### src/rtl/al_accel_requant_unit.sv
// Requantizer feeding the activation unit: bias add, unsigned scale, arithmetic shift, zero-point, int8 clip.
// 3-cycle latency, global stall on enb=0 or blocked output; AL_ACCEL_REQUANT_ROUND_EN selects round-half-up over floor.
module al_accel_requant_unit #(
  parameter int ACC_W   = 32,
  parameter int SCALE_W = 16,
  parameter int SHIFT_W = 5,
  parameter int OUT_W   = 8,
  parameter int CNT_W   = 16
) (
  input  logic                      clk,
  input  logic                      reset,
  input  logic                      enb,
  input  logic                      in_valid,
  output logic                      in_ready,
  input  logic signed [ACC_W-1:0]   acc_di,
  input  logic signed [ACC_W-1:0]   bias,
  input  logic        [SCALE_W-1:0] scale,
  input  logic        [SHIFT_W-1:0] shift,
  input  logic signed [OUT_W-1:0]   zero_point,
  input  logic        [2:0]         typ_i,
  output logic                      out_valid,
  input  logic                      out_ready,
  output logic signed [OUT_W-1:0]   act_func_do_q,
  output logic        [2:0]         typ_o,
  output logic        [CNT_W-1:0]   sat_cnt
);

  localparam int SUM_W  = ACC_W + 1;
  localparam int PROD_W = ACC_W + SCALE_W + 2;
  localparam logic signed [PROD_W-1:0] Y_MAX = PROD_W'((1 << (OUT_W - 1)) - 1);
  localparam logic signed [PROD_W-1:0] Y_MIN = -Y_MAX - PROD_W'(1);

  // Per-beat controls that ride alongside the data through the pipe.
  typedef struct packed {
    logic [SHIFT_W-1:0] shift;
    logic [OUT_W-1:0]   zp;
    logic [2:0]         typ;
  } side_t;

  logic                      adv;
  logic                      fire_in;
  logic                      v1, v2, v3;
  logic signed [SUM_W-1:0]   sum_c, sum1;
  logic        [SCALE_W-1:0] scale1;
  side_t                     side_c, side1, side2;
  logic signed [PROD_W-1:0]  prod_c, prod2;
  logic signed [PROD_W-1:0]  sh_c, y_c;
  logic signed [OUT_W-1:0]   q_c;
  logic                      clip_c;

  assign adv       = enb & (~v3 | out_ready);
  assign in_ready  = adv & ~reset;
  assign fire_in   = in_valid & in_ready;
  assign out_valid = v3;

  assign sum_c  = SUM_W'(acc_di) + SUM_W'(bias);
  assign side_c = '{shift: shift, zp: zero_point, typ: typ_i};

  // Zero-extended scale keeps the product signed without any overflow in PROD_W bits.
  assign prod_c = PROD_W'(sum1) * PROD_W'($signed({1'b0, scale1}));

`ifdef AL_ACCEL_REQUANT_ROUND_EN
  logic signed [PROD_W-1:0] rnd_c;
  assign rnd_c = (side2.shift != '0) ? (PROD_W'(1) << (side2.shift - SHIFT_W'(1))) : '0;
  assign sh_c  = (prod2 + rnd_c) >>> side2.shift;
`else
  assign sh_c  = prod2 >>> side2.shift;
`endif

  assign y_c = sh_c + PROD_W'($signed(side2.zp));

  always_comb begin
    q_c    = y_c[OUT_W-1:0];
    clip_c = 1'b0;
    if (y_c > Y_MAX) begin
      q_c    = Y_MAX[OUT_W-1:0];
      clip_c = 1'b1;
    end else if (y_c < Y_MIN) begin
      q_c    = Y_MIN[OUT_W-1:0];
      clip_c = 1'b1;
    end
  end

  always_ff @(posedge clk or posedge reset) begin
    if (reset) begin
      v1            <= 1'b0;
      v2            <= 1'b0;
      v3            <= 1'b0;
      sum1          <= '0;
      scale1        <= '0;
      side1         <= '0;
      side2         <= '0;
      prod2         <= '0;
      act_func_do_q <= '0;
      typ_o         <= '0;
      sat_cnt       <= '0;
    end else if (adv) begin
      v1     <= fire_in;
      sum1   <= sum_c;
      scale1 <= scale;
      side1  <= side_c;

      v2    <= v1;
      prod2 <= prod_c;
      side2 <= side1;

      v3 <= v2;
      // Output holds its last beat across bubbles.
      if (v2) begin
        act_func_do_q <= q_c;
        typ_o         <= side2.typ;
        if (clip_c && (sat_cnt != '1)) begin
          sat_cnt <= sat_cnt + CNT_W'(1);
        end
      end
    end
  end

endmodule
### config.mk
export PLATFORM = sky130hd
export DESIGN_NAME = al_accel_requant_unit
export DESIGN_NICKNAME = d
export VERILOG_FILES = /design/src/rtl/al_accel_requant_unit.sv
export SDC_FILE = /design/constraint.sdc
export NUM_CORES = 2
export LEC_CHECK = 0
export CORE_ASPECT_RATIO = 1.2
export CORE_MARGIN = 1.5
export CORE_UTILIZATION = 45
export DETAILED_ROUTE_END_ITERATION = 16
export DONT_BUFFER_PORTS = 1
export PLACE_DENSITY = 0.7
export SETUP_SLACK_MARGIN = 0.15
export SYNTH_ARGS = -nofsm -noshare
export SYNTH_HDL_FRONTEND = slang
export SYNTH_SLANG_ARGS = --single-unit
### constraint.sdc
create_clock -name clk -period 9.6 [get_ports clk]
set_input_delay 0.96 -clock clk [delete_from_list [all_inputs] [get_ports clk]]
set_output_delay 0.96 -clock clk [all_outputs]
set_load 0.01 [all_outputs]
==> results.yml <==
routing:
  wire_per_inst_um: 18.0
  via_per_inst: 5.49
  drc: 0
  drtAntennaViolNets: 0
  vias: 25109
  initialDrtViolationCount: 1630
  dr.pass1.iters: 5
  routed_wl_um: 82300
critical_path:
  critPathArrivalTime_ps: 8360
  crit_fanout: 25
  crit_required_ps: 9930
  critPathLaunchType: "register"
  end_kind: "register"
  critical_path_class: "register to register"
sta:
  fmax_mhz: 124
  maxSlewHeadroom: 0.240
  hold_slack_ps: 462
  rsz0062_at_grt: "false"
  setup_violations: 0
  hold_violations: 0
  min_period_ps: 8030
  worstMarginPinSlew_ps: 1140
  slew_viol_final: 0
  fin_setup_tns_ps: 0
  period_share: 0.837
  skew_ps: 26.6
yosys:
  synth_ff_type: "dfrtp_1"
  synthArstFlopShare: 1.00
  yosysSeqAreaShare: 0.126
  synth_area_per_cell_um2: 8.43
  syn_inst: 3780
  synth-edff-count: 0
  synth_cell_types: 77
  ys_seq_elements: 161
  syn-num-nets: 4587
  syn-cell-area_um2: 31900
  yosys_warnings: 0
layout:
  layout-drive-gt1-share: 0.0432
  fin_nets: 4450
  syn2layout_area_growth_pct: 4.18
  num_antenna_cells: 0
  final_cells: 4574
  design_area_um2: 33200
global_route:
  grt-ovfl-total: 0
  grt_use_total: 0.235
  grt_max_degree: 103
  first_global_vias: 25736
  grt_pass1_wl_um: 136000
  antenna_found_initial: 0
job:
  maxCapViolations: 0
floorplan:
  dieHeight_um: 294
  row_count: 106
  start_util: 0.456
  die_w_um: 246
  die_area_um2: 72400
  core_area_um2: 69900
  io_pins: 130
hold_path:
  hold_path_class: "register to register"
placed_design:
  place_inst: 4542
  place_area_um2: 32600
  io_buffers: 0
  globalplace.congestion: 0.930
  dp.final_hpwl_um: 65600
clock_network:
  cts_resized: 0
  clk_path_buf_depth: 2
  ctsHoldBuffers: 0
  htree_levels: 4
  cts_made_buffers: 17
  cts_tree: "done"
  clk_latency_ps: 500
  clk_pin_slew_ps: 90
  cts_setup_buffers: 0
  cts.sinks: 161
  root_buffer: "clkbuf_16"
run_status:
  status: "completed"
[kinds of logic (layout without fill, tap and decap cells)]
group	Yosys count	in the layout	share of synthesized area
AO/OA/AOI/OAI	581	581	0.113
AND/OR/NAND/NOR	1214	1214	0.173
multiplexers	132	132	0.0547
adder cells (fa/ha/maj)	706	706	0.396
XOR/XNOR	125	125	0.0344
buffers and inverters	861	737	0.102
flip-flops	161	161	0.126
[worst paths after layout]
kind	from	end	slack [ps]	cells after the start
max	scale1[13]	prod2[48]	1570	25
min	side1[3]	side2[3]	460	2
max reg2reg	scale1[13]	prod2[48]	1570	25
min reg2reg	side1[3]	side2[3]	460	2
max in group asynchronous	reset	side2[11]	7590	2
min in group asynchronous	reset	act_func_do_q[0]	530	1
[stage by stage]
step,setup WS (ps),util
after floorplan,2590,-
after global placement,1790,0.466
after detailed placement,1680,0.466
after CTS,1650,0.475
after global routing,1230,0.475
final,1570,0.475
[synthesized netlist by cell type (all sizes together), types with 16 or more instances]
cell	count	area, um2
a21o	64	480
o21bai	19	143
dfrtp	161	4030
a211oi	25	193
nand4	24	150
mux2i	65	651
o21a	16	120
nand2	724	2720
nand3	42	210
and2	178	1110
inv	669	2510
a31oi	19	119
and3	21	131
clkbuf	168	631
mux2	37	417
ha	201	2510
nor3	33	165
a21oi	159	796
fa	505	10100
nor2	103	387
xor2	61	534
nand2b	24	150
o21ai	177	893
o211ai	18	135
mux4	30	676
buf	24	113
xnor2	64	561
[per-layer routing]
layer	wire length [um]	vias up	track usage
li1	-	11677	-
met1	34500	12527	0.304
met2	40800	766	0.407
met3	4720	139	0.0341
met4	2270	0	0.0697
met5	0	-	0
[registers in the layout, summed over array words and instances (netlist names)]
register       flops
v2                 1
side2             16
prod2             50
typ_o              3
out_valid          1
sat_cnt           16
side1             16
sum1              33
scale1            16
v1                 1
act_func_do_q      8
[cell type report]
cell class / count / area (um2)
well taps: 918 / 1150
clock inverters: 15 / 204
repair buffers: 36 / 270
inverters: 669 / 2520
multi-input cells: 2758 / 24600
fillers: 6693 / 36700
clock buffers: 17 / 425
flip-flops and latches: 161 / 4030
[cells in the final DEF, fill, tap and decap left out, types with 30 or more instances in the layout]
master and instances:
buf_4 36, ha_1 201, a21o_1 64, nor3_1 33, xor2_1 61, inv_1 665
mux2i_1 65, mux4_2 30, and2_1 178, a21oi_1 159, o21ai_0 173, fa_1 505
nand2_1 722, mux2_2 36, nand3_1 42, dfrtp_1 159, xnor2_1 64, nor2_1 103
[worst max-delay path, cell delays in order (launching register included)]
cell and delay, ps:
dfrtp_1 1100, buf_4 360, nand2_1 90, fa_1 480, inv_1 50, fa_1 560, fa_1 430, fa_1 460
fa_1 500, inv_1 50, fa_1 470, inv_1 40, ha_1 350, a21oi_1 220, o21ai_0 180, o211ai_1 200
a21oi_1 90, a211o_1 300, a2111o_1 440, a41oi_1 440, o211ai_1 160, a31oi_1 350, o31ai_1 120, a21oi_1 180
xor2_1 150, o21ai_0 80
Power is left out: the tool's default activity adds up to more than one toggle a clock period on the data nets, which glitch-free logic cannot reach.
